`config.mk`:
```
export PLATFORM = sky130hd
export DESIGN_NAME = n64_receive_packet
export DESIGN_NICKNAME = d
export VERILOG_FILES = /design/src/rtl/n64_receive_packet.sv
export SDC_FILE = /design/constraint.sdc
export NUM_CORES = 1
export LEC_CHECK = 0
export CAP_MARGIN = 20
export CORE_UTILIZATION = 52
export CTS_CLUSTER_DIAMETER = 30
export CTS_CLUSTER_SIZE = 12
export DETAILED_ROUTE_END_ITERATION = 10
export HOLD_SLACK_MARGIN = 0.03
export PLACE_DENSITY = 0.76
export SETUP_SLACK_MARGIN = 0.05
export SLEW_MARGIN = 20
export SYNTH_ARGS = -nofsm -noshare
export SYNTH_HDL_FRONTEND = slang
export SYNTH_SLANG_ARGS = --single-unit
export TNS_END_PERCENT = 5
```
`constraint.sdc`:
```
create_clock -name sys_clk -period 2.35 [get_ports sys_clk]
set_input_delay 0.5875 -clock sys_clk [delete_from_list [all_inputs] [get_ports sys_clk]]
set_output_delay 0.5875 -clock sys_clk [all_outputs]
set_load 0.02 [all_outputs]
```
`src/rtl/n64_receive_packet.sv`:
```
// Joybus console->controller packet receiver: streams bytes, then reports the length and status.
// Latency: 2-cycle input sync, and each byte strobes one cycle after its 8th bit; no backpressure, so the consumer must take every strobe.
module n64_receive_packet #(
   parameter int CLKS_PER_US = 50,
   parameter int MAX_BYTES   = 35,
   parameter int HIGH_TO_US  = 5,
   parameter int DEAD_US     = 5,
   localparam int LEN_W      = $clog2(MAX_BYTES + 1)
) (
   input  logic             sys_clk,
   input  logic             reset,
   input  logic             enable,
   input  logic             n64d,
   output logic             receiving,
   output logic [7:0]       rx_byte,
   output logic             rx_byte_valid,
   output logic             rx_first,
   output logic             rx_done,
   output logic [LEN_W-1:0] rx_len,
   output logic [1:0]       rx_err,
   output logic             line_dead
);

   localparam int B01    = CLKS_PER_US / 2;
   localparam int B12    = 3 * CLKS_PER_US / 2;
   localparam int B23    = 5 * CLKS_PER_US / 2;
   localparam int B34    = 7 * CLKS_PER_US / 2;
   localparam int DEAD_C = DEAD_US * CLKS_PER_US;
   localparam int HTO_C  = HIGH_TO_US * CLKS_PER_US;
   localparam int TMAX_C = (DEAD_C > HTO_C) ? DEAD_C : HTO_C;
   localparam int TW     = $clog2(TMAX_C + 1);
   localparam logic [LEN_W-1:0] MAX_L = LEN_W'(MAX_BYTES);

   typedef enum logic [2:0] {S_IDLE, S_ARMED, S_LOW, S_HIGH, S_FLUSH, S_DEAD} state_t;

   state_t           state;
   logic             sync1, sync2, line_q;
   logic [TW-1:0]    timer;
   logic [6:0]       shreg;
   logic [2:0]       bit_cnt;
   logic             last_bit;
   logic [LEN_W-1:0] byte_cnt;
   logic [1:0]       err_code;

   logic       line, fall, bit_v;
   logic [7:0] next_shift;

   assign line       = sync2;
   assign fall       = line_q & ~line;
   assign bit_v      = (timer <= TW'(B12));
   assign next_shift = {shreg, bit_v};

   function automatic logic [TW-1:0] sat_inc(input logic [TW-1:0] t);
      return (&t) ? t : t + TW'(1);
   endfunction

   always_ff @(posedge sys_clk) begin
      if (reset) begin
         state         <= S_IDLE;
         sync1         <= 1'b1;
         sync2         <= 1'b1;
         line_q        <= 1'b1;
         timer         <= '0;
         shreg         <= '0;
         bit_cnt       <= '0;
         last_bit      <= 1'b0;
         byte_cnt      <= '0;
         err_code      <= '0;
         receiving     <= 1'b0;
         rx_byte       <= '0;
         rx_byte_valid <= 1'b0;
         rx_first      <= 1'b0;
         rx_done       <= 1'b0;
         rx_len        <= '0;
         rx_err        <= '0;
         line_dead     <= 1'b0;
      end else begin
         sync1         <= n64d;
         sync2         <= sync1;
         line_q        <= sync2;
         rx_byte_valid <= 1'b0;
         rx_first      <= 1'b0;
         rx_done       <= 1'b0;
         case (state)
            S_IDLE: begin
               if (enable) state <= S_ARMED;
            end
            S_ARMED: begin
               if (!enable) begin
                  state <= S_IDLE;
               end else if (fall) begin
                  state     <= S_LOW;
                  receiving <= 1'b1;
                  timer     <= TW'(1);
                  bit_cnt   <= '0;
                  byte_cnt  <= '0;
                  shreg     <= '0;
                  last_bit  <= 1'b0;
                  err_code  <= '0;
               end
            end
            S_LOW: begin
               if (!enable) begin
                  state     <= S_IDLE;
                  receiving <= 1'b0;
               end else if (!line) begin
                  if (timer >= TW'(DEAD_C - 1)) begin
                     state     <= S_DEAD;
                     line_dead <= 1'b1;
                     receiving <= 1'b0;
                  end
                  timer <= sat_inc(timer);
               end else begin
                  // Rising edge: classify the completed low pulse width.
                  timer <= TW'(1);
                  if (timer <= TW'(B01) || timer > TW'(B34)) begin
                     err_code <= 2'd1;
                     state    <= S_FLUSH;
                  end else if (timer > TW'(B12) && timer <= TW'(B23)) begin
                     if (bit_cnt == '0 && byte_cnt != '0) begin
                        rx_done   <= 1'b1;
                        rx_err    <= 2'd0;
                        rx_len    <= byte_cnt;
                        receiving <= 1'b0;
                        state     <= S_ARMED;
                     end else begin
                        err_code <= 2'd1;
                        state    <= S_FLUSH;
                     end
                  end else begin
                     shreg    <= next_shift[6:0];
                     bit_cnt  <= bit_cnt + 3'd1;
                     last_bit <= bit_v;
                     state    <= S_HIGH;
                     if (bit_cnt == 3'd7) begin
                        if (byte_cnt == MAX_L) begin
                           err_code <= 2'd3;
                           state    <= S_FLUSH;
                        end else begin
                           rx_byte       <= next_shift;
                           rx_byte_valid <= 1'b1;
                           rx_first      <= (byte_cnt == '0);
                           byte_cnt      <= byte_cnt + LEN_W'(1);
                        end
                     end
                  end
               end
            end
            S_HIGH: begin
               if (!enable) begin
                  state     <= S_IDLE;
                  receiving <= 1'b0;
               end else if (!line) begin
                  state <= S_LOW;
                  timer <= TW'(1);
               end else if (timer >= TW'(HTO_C - 1)) begin
                  // Line idle: a lone trailing 1 bit is the console stop bit.
                  rx_done   <= 1'b1;
                  rx_len    <= byte_cnt;
                  rx_err    <= (bit_cnt == 3'd1 && last_bit && byte_cnt != '0) ? 2'd0 : 2'd2;
                  receiving <= 1'b0;
                  state     <= S_ARMED;
               end else begin
                  timer <= sat_inc(timer);
               end
            end
            S_FLUSH: begin
               if (!enable) begin
                  state     <= S_IDLE;
                  receiving <= 1'b0;
               end else if (!line) begin
                  timer <= '0;
               end else if (timer >= TW'(HTO_C - 1)) begin
                  rx_done   <= 1'b1;
                  rx_len    <= byte_cnt;
                  rx_err    <= err_code;
                  receiving <= 1'b0;
                  state     <= S_ARMED;
               end else begin
                  timer <= sat_inc(timer);
               end
            end
            S_DEAD: begin
               if (line) begin
                  line_dead <= 1'b0;
                  state     <= enable ? S_ARMED : S_IDLE;
               end
            end
            default: state <= S_IDLE;
         endcase
      end
   end

endmodule
```
Word level (Yosys, flattened, before mapping). Index checks and enable logic that the tools add are counted.

Register bits after elaboration: 54. Input port bits: 4. Output and inout port bits: 21. Word-level logic and storage cells: 223.

$add $sub $neg: 3. Order comparisons: 6. Equality and inequality tests: 41. Muxes and demuxes: 118. Bitwise gates (word level): 8. Reduce and logical (&&, ||, !) cells: 29.

Operator list (number): 6-bit two-way mux (16); 8-bit two-way mux (10); 3-bit two-way mux (23); 2-bit two-way mux (21); 7-bit two-way mux (6); 2-bit inequality test (second input constant) (20); 8-bit one-hot mux with 4 select lines (1); 1-bit two-way mux (30); 4-bit inequality test (second input constant) (7); 6-bit one-hot mux with 2 select lines (2); 7-bit AND reduction (3); 3-bit one-hot mux with 6 select lines (1); 9-bit AND reduction (2); 8-bit by 7-bit less-or-equal comparator with 1-bit output (second input constant) (2); 8-bit AND reduction (2); 7-bit one-hot mux with 2 select lines (1); 12-bit AND reduction (1); 5-bit AND reduction (2); 3-bit == test (second input constant) (3); 8-bit by 1-bit adder with 8-bit output (second input constant) (1); 8-bit greater-or-equal comparator (second input constant) (1); 8-bit by 7-bit > comparator with 1-bit output (second input constant) (1); 8-bit > comparator (second input constant) (1); 8-bit by 5-bit less-or-equal comparator with 1-bit output (second input constant) (1); 27 further kinds (47).

Depth between registers and ports, before layout.
Depth in word-level cells: 8. Gate-level depth with buffers: 11. Mapped depth without buffers: 8.

Worst setup path before layout. OpenSTA, ideal clock, no wires.

Path kind: reg2reg. Start: register timer[0]. End: register shreg[2]. Setup time: 117 ps. Data arrival time: 2169 ps. Required time: 2233 ps. Setup slack: 65 ps. Stages on the path, launching flop included: 10. Path buffers: 1. Period minus slack after synthesis: 2285 ps. Cells stage by stage: dfxtp_1 clkbuf_1 inv_1 ha_1 nor2_1 a41oi_4 a211o_2 a21oi_4 nor2_2 a22o_1.

Cells in the longest elaborated chain, start to end: 4. Elaborated cells between the ends (all ways): 9. Those cells by class: 4 x order compare; 2 x eq/ne; 3 x reduce/logical.

RTL lines: start, declared (line 38) `logic [TW-1:0] timer;`; start signal, assigned (line 112) `timer <= sat_inc(timer);`; start signal, assigned (line 164) `timer <= sat_inc(timer);`; start signal, assigned (line 180) `timer <= sat_inc(timer);`; 8-bit by 7-bit > comparator with 1-bit output (tied with other cells) (line 119) `end else if (timer > TW'(B12) && timer <= TW'(B23)) begin`; 1-bit logical AND / 1-bit logical OR (equally long branches) (line 119, 116); 2-bit inequality test (no line); 7-bit AND reduction (no line) (*); end signal, assigned (line 131) `shreg <= next_shift[6:0];`; end, declared (line 39) `logic [6:0] shreg;`.

Mark *: on every way between the ends. The rest lies on a longest branch, timed or not. A chain may end at the register's enable or synchronous reset.

Final worst setup path.
Start: register timer[0]. End: register shreg[3].

Same word-level chain as after synthesis.

==> reports/results.txt <==
outcome - complete, no violations
Initial Util - 53.8%
crit path max fanout - 7
CTS hold repair buffers - 0
busiest grt layer - met2
port buffer count - 24
Final Core Density - 63.8%
RSZ-0062 raised after global routing - yes
GR Util met2 - 37.1%
DRT Pass-1 Iters - 5
chip width - 77.3 um
htree depth - 2
WP data arrival - 2.47 ns
Worst Hold Class - reg2reg
pre-CTS setup slack - -0.0391 ns
P_int - 1.19 mW
sequential area share after synthesis - 36.0%
Crit path largest cell delay - 0.46 ns
initial antenna violation count - 0
global-route wire length before repair - 11400 um
routed len/inst - 15.0 um
# rows - 27
Worst Clk Skew - 0.00997 ns
Ports - 25
setup TNS - 0 ns
Leakage - 1.34 nW
worst-case clock buffer depth - 2
vias in the first global route - 2413
Nets - 398
crit-path cells - inv_1, ha_1, nor2_1, a41oi_4, a211o_2, a21oi_4, nor2_2, a22o_1
RePlAce Congestion - 0.889
largest net degree at the start of global routing - 24
clk slew on worst S/H paths - 0.10 ns
Worst setup SP type - register
footprint of the multi-input gates - 1720 um2
area grow syn2layout - 18.6%
Net Sw Frac - 25.9%
slew margin rel. - 65.3%
CTS Sinks - 53
Synth Instances - 352
Die H - 77.3 um
critical path data required time - 2.56 ns
post-DR vias/cell - 5.92
Primary FF master, synth - dfxtp_1
Post-Route WL - 6890 um
Setup crit end kind - register
Comb power frac - 10.2%
final worst path period share - 96.4%
Psw - 416 uW
Post-Syn Nets - 365
Starting DRT DRC Count - 226
Overflow after GRT - 0
drt drc - 0
Core Region - 5470 um2
pwr/cell area - 459 nW/um2
clk_lat worst skew - 0.31 ns
clock power share - 32.4%
Area after DPL - 3410 um2
CP Class - reg2reg
total global-route track usage - 23.8%
fin. max-slew vios - 0
post-CTS setup buffers - 0
die area - 5970 um2
Yosys top cell by area - dfxtp_1
Fin. Hold Viols - 0
Avg Synthesized Cell Area - 8.37 um2
M1 GR Usage - 33.3%
synthesized area - 2950 um2
Post-synth ARST share - 0%
pin slew with the least headroom to its limit - 0.520 ns
final worst slack - 0.0857 ns
Fill cells - 483
Min Clock Period, post-route - 2.26 ns
flops & latches, synth - 53
commonest non-fill, non-tap cells in the layout - 53 x dfxtp_1, 40 x nor2_1, 26 x a21oi_1
DR vias - 2710
sequential power share - 57.4%
commonest non-fill, non-tap cell in the layout - dfxtp_1
top cells by area, synth - dfxtp_1 36%, mux2i_1 6.8%, nor2_1 5.1%
TritonCTS clock tree - built
hpwl dp - 4900 um
Peak VDD IR - 0.000416 V
Max Cap Violations - 0
synth unique cells - 62
ANT cells - 0
FF/Latch Area - 1060 um2
clock root buffer - clkbuf_8
area share of the largest cell type after synthesis - 36.0%
number of synthesized flops with an enable pin - 0
layout cells sized above 1 - 12.7%
Detail Route Antenna Nets - 0
total CTS buffers - 5
Synth Warn # - 0
grt met3 use - 4.88%
setup slack, reg-to-reg - 0.09 ns
fin area - 3490 um2
Finish-stage setup viols - 0
slowest CP cell - a211o_2
fmax - 442 MHz
## per-stage QoR
step	total power, mW	std cells	hold slack [ns]
6_report	1.60	458	0.432
5_1_grt	1.67	458	0.448
4_1_cts	1.62	458	0.436
3_5_place_dp	1.10	450	0.419
3_3_place_gp	1.10	450	0.406
2_1_floorplan	1.05	352	0.389
## state kept, by name, summed over array words and instances, names as in the netlist, 2 cells and up
| register | count |
|---|---|
| rx_err | 2 |
| rx_len | 6 |
| err_code | 2 |
| shreg | 7 |
| state | 3 |
| byte_cnt | 6 |
| rx_byte | 8 |
| bit_cnt | 3 |
| timer | 8 |
## power groups by stage
stage	sequential (mW)	combinational (mW)	clock, mW
6_report	0.921	0.164	0.520
5_1_grt	0.923	0.179	0.569
4_1_cts	0.920	0.162	0.538
3_5_place_dp	0.941	0.161	0
3_3_place_gp	0.940	0.160	0
2_1_floorplan	0.933	0.113	0
## final timing paths
check,startpoint,cells past startpoint,endpoint
setup / recovery,timer[0],8,shreg[3]
hold / removal,sync1,1,line
setup reg to reg,timer[0],8,shreg[3]
hold reg to reg,sync1,1,line
## layer usage
metal / routed length, um / share of wire [%]
met3: 467 / 6.8
met4: 72 / 1.0
met5: 0 / 0
met2: 3090 / 45
met1: 3260 / 47
## logic make-up (layout without fill, tap and decap cells)
family,Yosys count,count (layout),share of synthesized area (%)
flops,53,53,36.0
buf+inv,39,73,5.65
simple gates,128,128,23.5
xor+xnor,3,3,0.892
fa+ha+maj,9,9,3.82
compound gates,100,100,23.3
mux,20,20,6.80
## synthesized netlist by cell type, types with 3 or more instances
| cell | instances |
|---|---|
| o211ai_1 | 4 |
| nand4_1 | 4 |
| nor2b_1 | 6 |
| ha_1 | 9 |
| or2_2 | 4 |
| nor2_1 | 40 |
| a31oi_1 | 12 |
| buf_2 | 6 |
| nand2b_1 | 8 |
| o21a_1 | 3 |
| or3_1 | 3 |
| a211oi_1 | 5 |
| nor3_1 | 6 |
| nand3b_1 | 3 |
| dfxtp_1 | 53 |
| and3_1 | 4 |
| a21o_1 | 3 |
| a2bb2oi_1 | 3 |
| clkbuf_1 | 17 |
| o22ai_1 | 4 |
| nand2_1 | 17 |
| and4_1 | 3 |
| mux2i_1 | 20 |
| inv_1 | 13 |
| and2_1 | 5 |
| nand3_1 | 10 |
| a21oi_1 | 26 |
| o21ai_0 | 17 |
| a22o_1 | 5 |
| xnor2_1 | 3 |
## final cells by class
type | instances | share of cell area, %
Timing Repair Buffer | 52 | 14.0
Inverter | 13 | 1.40
Multi-Input combinational cell | 260 | 49.2
Clock inverter | 2 | 0.430
Sequential cell | 53 | 30.4
Clock buffer | 6 | 2.08
Tap cell | 72 | 2.58
## critical path: cells and delay by family (launching register included)
| kind | cells | cell delay, ns |
|---|---|---|
| buf+inv | 1 | 0.06 |
| fa+ha+maj | 1 | 0.24 |
| flops | 1 | 0.38 |
| compound gates | 4 | 1.17 |
| simple gates | 2 | 0.31 |
## what timing repair did
action,CTS,global route
hold endpoints to repair,0,0
gates resized for setup,0,0
setup endpoints to repair,0,9
No activity file was read; power rests on OpenSTA's default activity.
